`src/rtl/ask_frame_sync.sv`:
```
// Bit-to-frame deframer: hunts SYNC_WORD in the demodulated bit stream, reads a length byte
// and hands payload bytes downstream on valid/ready. Optional trailing checksum: ASK_RX_CHECKSUM_EN.
module ask_frame_sync #(
    parameter logic [7:0] SYNC_WORD = 8'hD5,
    parameter int         MAX_LEN   = 16,
    parameter int         TIMEOUT   = 400
) (
    input  logic       sys_clk,
    input  logic       sys_rst,
    input  logic       bit_in,
    input  logic       bit_valid,
    output logic [7:0] byte_out,
    output logic       byte_valid,
    input  logic       byte_ready,
    output logic       byte_first,
    output logic       byte_last,
    output logic       frame_done,
    output logic       frame_ok,
    output logic       frame_err,
    output logic       overflow,
    output logic       sync_locked
);

    // Output handshake: byte_out/byte_first/byte_last are stable while byte_valid is high;
    // a transfer happens on any clock where byte_valid && byte_ready, and byte_valid only
    // drops after a transfer (or on reset).

    localparam int               IDLE_W    = $clog2(TIMEOUT + 1);
    localparam logic [IDLE_W-1:0] IDLE_LAST = IDLE_W'(TIMEOUT - 1);
    localparam logic [7:0]        MAX_LEN_B = 8'(MAX_LEN);

    typedef enum logic [1:0] {
        ST_HUNT,
        ST_LEN,
        ST_PAYLOAD
`ifdef ASK_RX_CHECKSUM_EN
        , ST_CHK
`endif
    } state_t;

    state_t            state_q, state_d;
    logic [7:0]        shift_q, shift_d;
    logic [2:0]        bit_cnt_q, bit_cnt_d;
    logic [IDLE_W-1:0] idle_q, idle_d;
    logic [7:0]        rem_q, rem_d;
    logic              first_q, first_d;
    logic [7:0]        byte_out_q, byte_out_d;
    logic              byte_valid_q, byte_valid_d;
    logic              byte_first_q, byte_first_d;
    logic              byte_last_q, byte_last_d;
    logic              frame_done_q, frame_done_d;
    logic              frame_ok_q, frame_ok_d;
    logic              frame_err_q, frame_err_d;
    logic              overflow_q, overflow_d;
    logic              sync_locked_q, sync_locked_d;
`ifdef ASK_RX_CHECKSUM_EN
    logic [7:0]        csum_q, csum_d;
`endif

    logic [7:0] shift_nxt;
    logic       byte_done;

    assign shift_nxt = {shift_q[6:0], bit_in};
    assign byte_done = bit_valid && (bit_cnt_q == 3'd7);

    always_comb begin
        state_d       = state_q;
        shift_d       = shift_q;
        bit_cnt_d     = bit_cnt_q;
        idle_d        = idle_q;
        rem_d         = rem_q;
        first_d       = first_q;
        byte_out_d    = byte_out_q;
        byte_valid_d  = byte_valid_q;
        byte_first_d  = byte_first_q;
        byte_last_d   = byte_last_q;
        frame_done_d  = 1'b0;
        frame_ok_d    = frame_ok_q;
        frame_err_d   = 1'b0;
        overflow_d    = overflow_q;
`ifdef ASK_RX_CHECKSUM_EN
        csum_d        = csum_q;
`endif

        if (byte_valid_q && byte_ready) begin
            byte_valid_d = 1'b0;
            byte_first_d = 1'b0;
            byte_last_d  = 1'b0;
        end

        if (bit_valid) begin
            shift_d   = shift_nxt;
            bit_cnt_d = bit_cnt_q + 3'd1;
        end

        if (state_q == ST_HUNT || bit_valid) begin
            idle_d = '0;
        end else begin
            idle_d = idle_q + IDLE_W'(1);
        end

        case (state_q)
            ST_HUNT: begin
                bit_cnt_d = 3'd0;
                if (bit_valid && shift_nxt == SYNC_WORD) begin
                    state_d = ST_LEN;
                end
            end
            ST_LEN: begin
                if (byte_done) begin
                    if (shift_nxt == 8'd0 || shift_nxt > MAX_LEN_B) begin
                        frame_err_d = 1'b1;
                        state_d     = ST_HUNT;
                    end else begin
                        rem_d   = shift_nxt;
                        first_d = 1'b1;
`ifdef ASK_RX_CHECKSUM_EN
                        csum_d  = shift_nxt;
`endif
                        state_d = ST_PAYLOAD;
                    end
                end
            end
            ST_PAYLOAD: begin
                if (byte_done) begin
`ifdef ASK_RX_CHECKSUM_EN
                    csum_d  = csum_q ^ shift_nxt;
`endif
                    rem_d   = rem_q - 8'd1;
                    first_d = 1'b0;
                    // A byte that finds the single-entry output register still occupied is lost.
                    if (byte_valid_q && !byte_ready) begin
                        overflow_d = 1'b1;
                    end else begin
                        byte_out_d   = shift_nxt;
                        byte_valid_d = 1'b1;
                        byte_first_d = first_q;
                        byte_last_d  = (rem_q == 8'd1);
                    end
                    if (rem_q == 8'd1) begin
`ifdef ASK_RX_CHECKSUM_EN
                        state_d      = ST_CHK;
`else
                        state_d      = ST_HUNT;
                        frame_done_d = 1'b1;
                        frame_ok_d   = 1'b1;
`endif
                    end
                end
            end
`ifdef ASK_RX_CHECKSUM_EN
            ST_CHK: begin
                if (byte_done) begin
                    frame_ok_d   = (shift_nxt == csum_q);
                    frame_done_d = 1'b1;
                    state_d      = ST_HUNT;
                end
            end
`endif
            default: begin
                state_d = ST_HUNT;
            end
        endcase

        // Bit stream stalled mid-frame; any pending output byte survives.
        if (state_q != ST_HUNT && !bit_valid && idle_q == IDLE_LAST) begin
            frame_err_d = 1'b1;
            state_d     = ST_HUNT;
            bit_cnt_d   = 3'd0;
            shift_d     = 8'd0;
            idle_d      = '0;
        end

        sync_locked_d = (state_d != ST_HUNT);
    end

    always_ff @(posedge sys_clk) begin
        if (sys_rst) begin
            state_q       <= ST_HUNT;
            shift_q       <= 8'd0;
            bit_cnt_q     <= 3'd0;
            idle_q        <= '0;
            rem_q         <= 8'd0;
            first_q       <= 1'b0;
            byte_out_q    <= 8'd0;
            byte_valid_q  <= 1'b0;
            byte_first_q  <= 1'b0;
            byte_last_q   <= 1'b0;
            frame_done_q  <= 1'b0;
            frame_ok_q    <= 1'b0;
            frame_err_q   <= 1'b0;
            overflow_q    <= 1'b0;
            sync_locked_q <= 1'b0;
`ifdef ASK_RX_CHECKSUM_EN
            csum_q        <= 8'd0;
`endif
        end else begin
            state_q       <= state_d;
            shift_q       <= shift_d;
            bit_cnt_q     <= bit_cnt_d;
            idle_q        <= idle_d;
            rem_q         <= rem_d;
            first_q       <= first_d;
            byte_out_q    <= byte_out_d;
            byte_valid_q  <= byte_valid_d;
            byte_first_q  <= byte_first_d;
            byte_last_q   <= byte_last_d;
            frame_done_q  <= frame_done_d;
            frame_ok_q    <= frame_ok_d;
            frame_err_q   <= frame_err_d;
            overflow_q    <= overflow_d;
            sync_locked_q <= sync_locked_d;
`ifdef ASK_RX_CHECKSUM_EN
            csum_q        <= csum_d;
`endif
        end
    end

    assign byte_out    = byte_out_q;
    assign byte_valid  = byte_valid_q;
    assign byte_first  = byte_first_q;
    assign byte_last   = byte_last_q;
    assign frame_done  = frame_done_q;
    assign frame_ok    = frame_ok_q;
    assign frame_err   = frame_err_q;
    assign overflow    = overflow_q;
    assign sync_locked = sync_locked_q;

endmodule

```
`config.mk`:
```
export PLATFORM = sky130hd
export DESIGN_NAME = ask_frame_sync
export DESIGN_NICKNAME = d
export VERILOG_FILES = /design/src/rtl/ask_frame_sync.sv
export SDC_FILE = /design/constraint.sdc
export NUM_CORES = 1
export LEC_CHECK = 0
export CORE_AREA = 8 8 73 75
export DETAILED_ROUTE_END_ITERATION = 12
export DIE_AREA = 0 0 81 83
export PLACE_DENSITY = 0.74
export SLEW_MARGIN = 0
export SYNTH_ARGS = -nofsm -noshare
export SYNTH_HDL_FRONTEND = slang
export SYNTH_SLANG_ARGS = --single-unit
```
`constraint.sdc`:
```
create_clock -name sys_clk -period 4.47 [get_ports sys_clk]
set_input_delay 1.341 -clock sys_clk [delete_from_list [all_inputs] [get_ports sys_clk]]
set_output_delay 1.341 -clock sys_clk [all_outputs]
set_load 0.02 [all_outputs]
```
Word level (Yosys, flattened, before mapping)
Index checks and enable logic that the tools add are counted.
{"block": "classes", "add_sub_neg": 3, "magnitude_cmp": 1, "eq_ne": 9, "mux": 32, "bitwise": 3, "reduce_logical": 23}
{"op": "two-way mux 8 bit", "n": 3}
{"op": "two-way mux 1 bit", "n": 20}
{"op": "case mux 8 bit (2 select lines)", "n": 1}
{"op": "two-way mux 2 bit", "n": 6}
{"op": "adder 9 x 1 -> 9 bit, second input constant", "n": 1}
{"op": "equality test 9 bit, second input constant", "n": 1}
{"op": "AND reduction 3 bit", "n": 3}
{"op": "OR reduction 3 bit", "n": 3}
{"op": "equality test 8 x 1 -> 1 bit, second input constant", "n": 1}
{"op": "equality test 8 bit, second input constant", "n": 1}
{"op": "> comparator 8 x 5 -> 1 bit, second input constant", "n": 1}
{"op": "zero test 8 bit", "n": 1}
{"op": "subtractor 8 x 1 -> 8 bit, second input constant", "n": 1}
{"op": "logical AND 1 bit", "n": 6}
{"op": "!= test 2 bit, second input constant", "n": 3}
{"op": "case mux 2 bit (3 select lines)", "n": 1}
{"op": "nonzero test 2 bit", "n": 3}
{"op": "AND reduction 4 bit", "n": 1}
{"op": "adder 3 x 1 -> 3 bit, second input constant", "n": 1}
{"op": "equality test 3 bit, second input constant", "n": 1}
{"op": "inverter 1 bit", "n": 3}
{"op": "equality test 2 x 1 -> 1 bit, second input constant", "n": 1}
{"op": "equality test 2 bit, second input constant", "n": 1}
{"op": "zero test 1 bit", "n": 2}
{"op": "4 further kinds", "n": 5}
{"block": "totals", "regBits": 46, "input_bits": 5, "output_inout_bits": 16}

Longest topological paths before layout
{"block": "depth", "word_depth": 7, "mapped_depth": 7, "ltp_nobuf": 6}

Worst setup path after synthesis
No wires, ideal clock.
{"block": "synth_timing", "path_type": "input to register", "start": "in bit_in", "end": "reg rem_q[5]", "setup_ns": 0.117, "arrival_time_ns": 2.390, "required_ns": 4.353, "path_slack_ns": 1.963, "path_stages": 5, "path_buffers": 1, "path_cell_list": "nor4_2 xor2_1 buf_6 a211o_1 a32o_1"}
{"block": "synth_via", "elab_chain_cells": 4, "elab_cells_between_ends": 5, "classes_between": "order compare: 1; eq/ne: 1; reduce/logical: 3"}
{"item": "from (decl)", "line": "10", "rtl": "input logic bit_in,"}
{"item": "> comparator 8 x 5 -> 1 bit or zero test 8 bit (tied branches)", "line": "111", "rtl": "if (shift_nxt == 8'd0 || shift_nxt > MAX_LEN_B) begin"}
{"item": "logical OR 1 bit *", "line": "111"}
{"item": "!= test 2 bit (no source line) *"}
{"item": "AND reduction 4 bit (no source line) *"}
{"item": "to (signal assigned)", "line": "202", "rtl": "rem_q <= rem_d;"}
{"item": "to (decl)", "line": "45", "rtl": "logic [7:0] rem_q, rem_d;"}
Every way passes the cells marked *; elsewhere a longest branch is shown, timed or not.
A chain may end at the register's enable or synchronous reset.

Worst setup path after layout
{"block": "layout_timing", "start": "in bit_valid", "end": "reg byte_out_q[3] (netlist: byte_out[3])"}
{"block": "layout_via", "elab_chain_cells": 2}
{"item": "from (decl)", "line": "11", "rtl": "input logic bit_valid,"}
{"item": "logical AND 1 bit", "line": "64", "rtl": "assign byte_done = bit_valid && (bit_cnt_q == 3'd7);"}
{"item": "AND reduction 3 bit (no source line)"}
{"item": "to (signal assigned)", "line": "204", "rtl": "byte_out_q <= byte_out_d;"}
{"item": "to (decl)", "line": "47", "rtl": "logic [7:0] byte_out_q, byte_out_d;"}
Every way passes these cells.

==> results.tsv <==
stage	metric	value	unit
floorplan	Site Rows	24	
timing	Total Neg Setup Slack	0	ps
min_path	HP Class	reg -> reg	
floorplan	Ports	21	
floorplan	die outline area	6720	sq um
power_and_ir_drop	Power Internal	0.531	mW
floorplan	Die Wd	81	um
synth	flip-flop cell with the highest count after synthesis	sky130_fd_sc_hd__dfxtp_1	
synth	syn_nets	248	
clock_network	clock tree sinks	46	
finish	footprint of the multi-input gates	1170	sq um
power_and_ir_drop	share of power burned in the clock network	36.7	%
floorplan	height of the chip	83	um
timing	setup slack of the critical path after layout	1460	ps
clock_network	count of H-tree levels built during CTS	2	
placement	detailed placer's ending HPWL	3130	um
floorplan	Core Box Area	4200	sq um
grt	global-route wire length before repair	7560	um
synth	number of synthesized flops with an enable pin	0	
finish	ant diodes	0	
power_and_ir_drop	fraction of power consumed by sequential logic	59.5	%
synth	FF+latch count, synth	46	
worst_setup_path	arrival time at the worst endpoint	3210	ps
worst_setup_path	worst setup path endpoint	byte_out[3]	
worst_setup_path	Register-to-Register Setup Slack	2220	ps
worst_setup_path	Crit Reg-Reg Startpoint	bit_cnt_q[0]	
routing	drt first pass iters	4	
clock_network	post-cts sizing count	0	
clock_network	Clock transition at path regs	80	ps
synth	fraction of the yosys area taken by sequential cells	42.0	%
clock_network	deepest clock path buffer count	2	
routing	average wire per standard cell	14.6	um
synth	mean post-synth cell area	9.21	sq um
clock_network	Worst-Skew Late Latency	310	ps
clock_network	cell at the root of the clock tree	sky130_fd_sc_hd__clkbuf_8	
timing	Hold Fails Final Rpt	0	
power_and_ir_drop	Pleak	0.882	nW
worst_setup_path	Setup Crit Path Kind	in -> reg	
timing	maximum clock skew at final layout	6.55	ps
power_and_ir_drop	Psw	0.163	mW
clock_network	number of buffers added to fix hold violations after cts	0	
worst_setup_path	beginning of the critical path	bit_valid	
routing	number of DRC markers in iteration 0	161	
timing	highest clock frequency the design can meet	333	MHz
finish	area added between synthesis and finish	13.6	%
finish	fraction of layout instances using a drive strength above 1	7.03	%
timing	worst max-slew margin expressed relative to the limit	54.2	%
finish	FF+latch area	921	sq um
power_and_ir_drop	switching share of total power	23.5	%
timing	min cycle time layout	3010	ps
routing	drc violations	0	
routing	DR vias	1728	
worst_setup_path	length in cells of the worst reg-to-reg path	6	
outcome	run status	completed	
power_and_ir_drop	power density normalized to cell area	278	nW/um^2
worst_setup_path	Data required, critical path	4670	ps
grt	total congestion overflow after global routing	0	
power_and_ir_drop	Peak VDD IR	125	uV
grt	initial antenna violation count	0	
placement	count of input and output buffers	20	
floorplan	initial core utilization	52.1	%
timing	fin crit share	67.2	%
timing	Tightest Pin Transition	683	ps
power_and_ir_drop	Comb pwr share	3.8	%
worst_setup_path	endpoint of the most critical register-to-register path	byte_out[3]	
run	max-cap violation count	0	
grt	maximum number of pins on one net before global-route repair	18	
worst_setup_path	CP Max Fanout	11	
synth	post-synthesis instance area	2190	sq um
timing	number of setup violations in the final report	0	
clock_network	clock tree from TritonCTS	built	
synth	count of synthesis-stage warnings from yosys	0	
timing	fin. max-slew vios	0	
routing	post-route ant nets	0	
clock_network	TritonCTS buffer count	5	
grt	total routing usage reported by global routing	13.9	%
timing	setup repair after global routing missed its margin	no	
grt	number of global-route vias before repair	1596	
timing	smallest hold slack	468	ps
synth	Synth cell types	55	
finish	number of nets at the end of the flow	265	
placement	gpl congestion	0.887	
routing	vias per cell	5.61	
synth	share of async-settable or async-resettable flops after synthesis	0	%
worst_setup_path	category of the worst setup path launch point	primary input	
worst_setup_path	sort of element at the end of the critical path	flip-flop	
synth	Cells after Synth	238	
clock_network	Post-CTS Setup Repair Bufs	0	
routing	Routed Wire Length	4490	um
placement	setup slack after placement	1170	ps
finish	FILL cells	387	
routing by layer:
layer | routed length [um] | vias up | GRT usage, %
li1 | - | 881 | -
met1 | 2280 | 797 | 18.7
met2 | 1870 | 41 | 19.8
met3 | 257 | 9 | 3.66
met4 | 90 | 0 | 6.67
met5 | 0 | - | 0
cell usage after synthesis (2+ instances only):
library cell | instances | share of area [%]
sky130_fd_sc_hd__buf_6 | 3 | 1.5
sky130_fd_sc_hd__ha_1 | 5 | 2.9
sky130_fd_sc_hd__xor2_1 | 3 | 1.2
sky130_fd_sc_hd__xnor2_1 | 6 | 2.4
sky130_fd_sc_hd__nand2_1 | 14 | 2.4
sky130_fd_sc_hd__nand4_1 | 3 | 0.86
sky130_fd_sc_hd__and3_1 | 2 | 0.57
sky130_fd_sc_hd__nand2b_1 | 3 | 0.86
sky130_fd_sc_hd__dfxtp_1 | 46 | 42
sky130_fd_sc_hd__inv_1 | 7 | 1.2
sky130_fd_sc_hd__a211oi_1 | 2 | 0.68
sky130_fd_sc_hd__nor2b_1 | 5 | 1.4
sky130_fd_sc_hd__a21oi_1 | 11 | 2.5
sky130_fd_sc_hd__a32o_1 | 2 | 0.91
sky130_fd_sc_hd__nor2_1 | 40 | 6.8
sky130_fd_sc_hd__nand3_1 | 6 | 1.4
sky130_fd_sc_hd__nand4b_1 | 2 | 0.80
sky130_fd_sc_hd__nor3b_1 | 2 | 0.68
sky130_fd_sc_hd__o211ai_1 | 2 | 0.68
sky130_fd_sc_hd__buf_2 | 6 | 1.4
sky130_fd_sc_hd__o32ai_1 | 2 | 0.80
sky130_fd_sc_hd__o31ai_1 | 2 | 0.68
sky130_fd_sc_hd__and4b_1 | 3 | 1.4
sky130_fd_sc_hd__clkbuf_1 | 4 | 0.68
sky130_fd_sc_hd__a21o_1 | 2 | 0.68
sky130_fd_sc_hd__nor3_1 | 7 | 1.6
sky130_fd_sc_hd__mux2i_1 | 18 | 8.2
sky130_fd_sc_hd__o21ai_0 | 2 | 0.46
sky130_fd_sc_hd__a211o_1 | 2 | 0.80
cell usage in the layout (no fill, tap or decap), types with 3 or more instances in the layout:
cell	n
sky130_fd_sc_hd__xnor2_1	6
sky130_fd_sc_hd__nand2b_1	3
sky130_fd_sc_hd__mux2i_1	18
sky130_fd_sc_hd__inv_1	7
sky130_fd_sc_hd__nor2b_1	5
sky130_fd_sc_hd__nor2_1	40
sky130_fd_sc_hd__nor3_1	7
sky130_fd_sc_hd__a21oi_1	11
sky130_fd_sc_hd__ha_1	5
sky130_fd_sc_hd__clkdlybuf4s50_1	20
sky130_fd_sc_hd__nand3_1	6
sky130_fd_sc_hd__buf_4	3
sky130_fd_sc_hd__dfxtp_1	46
sky130_fd_sc_hd__and4b_1	3
sky130_fd_sc_hd__xor2_1	3
sky130_fd_sc_hd__nand2_1	14
sky130_fd_sc_hd__nand4_1	3
sky130_fd_sc_hd__clkbuf_8	5
critical path, stage by stage:
cell and delay [ps]:
sky130_fd_sc_hd__clkdlybuf4s50_1 480, sky130_fd_sc_hd__nand4b_1 550, sky130_fd_sc_hd__nor2_4 530, sky130_fd_sc_hd__mux2i_1 240
sky130_fd_sc_hd__nor2_1 50
sequential cells by signal (all words and copies together) (netlist names):
signal	flops
shift_q	7
frame_ok	1
idle_q	9
byte_last	1
frame_done	1
bit_cnt_q	3
state_q	2
frame_err	1
rem_q	8
first_q	1
byte_first	1
byte_out	8
byte_valid	1
overflow	1
sync_locked	1
cells by family after synthesis:
kind of cell	share of synthesized area, %
AOI/OAI and AO/OA	15.1
and+or+nand+nor	23.5
muxes	8.22
adders and majority gates	2.85
buffers and inverters	4.79
DFF	42.0
xor gates and xnor gates	3.60
power groups by stage:
stage               sequential, mW  combinational, mW  clock [mW]
global placement             0.422             0.0264           0
CTS                          0.413             0.0264       0.266
global route                 0.413             0.0289       0.280
detailed placement           0.422             0.0264           0
finish                       0.413             0.0265       0.254
floorplan                    0.422             0.0185           0
metrics by stage:
step           total power [mW]  std cells  util, %  instance area (sq um)
3_3_place_gp              0.449        300     57.1                   2400
4_1_cts                   0.706        308     59.3                   2490
6_report                  0.693        308     59.3                   2490
5_1_grt                   0.722        308     59.3                   2490
2_1_floorplan             0.440        238        -                   2190
3_5_place_dp              0.449        300     57.1                   2400
layout make-up:
cell class                      count  area share [%]
Timing Repair Buffer               23            8.94
Multi-Input combinational cell    172            46.8
Tap cell                           52            2.61
Clock buffer                        5            2.76
Clock inverter                      3           0.854
Inverter                            7            1.05
Sequential cell                    46            37.0
worst min path at each step:
stage | slack (ps) | cells after the start | startpoint | to
floorplan | 430 | 1 | idle_q[0] | idle_q[0]
global placement | 440 | 1 | frame_ok | frame_ok
detailed placement | 450 | 1 | frame_ok | frame_ok
CTS | 470 | 1 | frame_ok | frame_ok
global route | 510 | 2 | overflow | overflow
finish | 470 | 1 | frame_ok | frame_ok
Power figures use the tool's default switching activity.
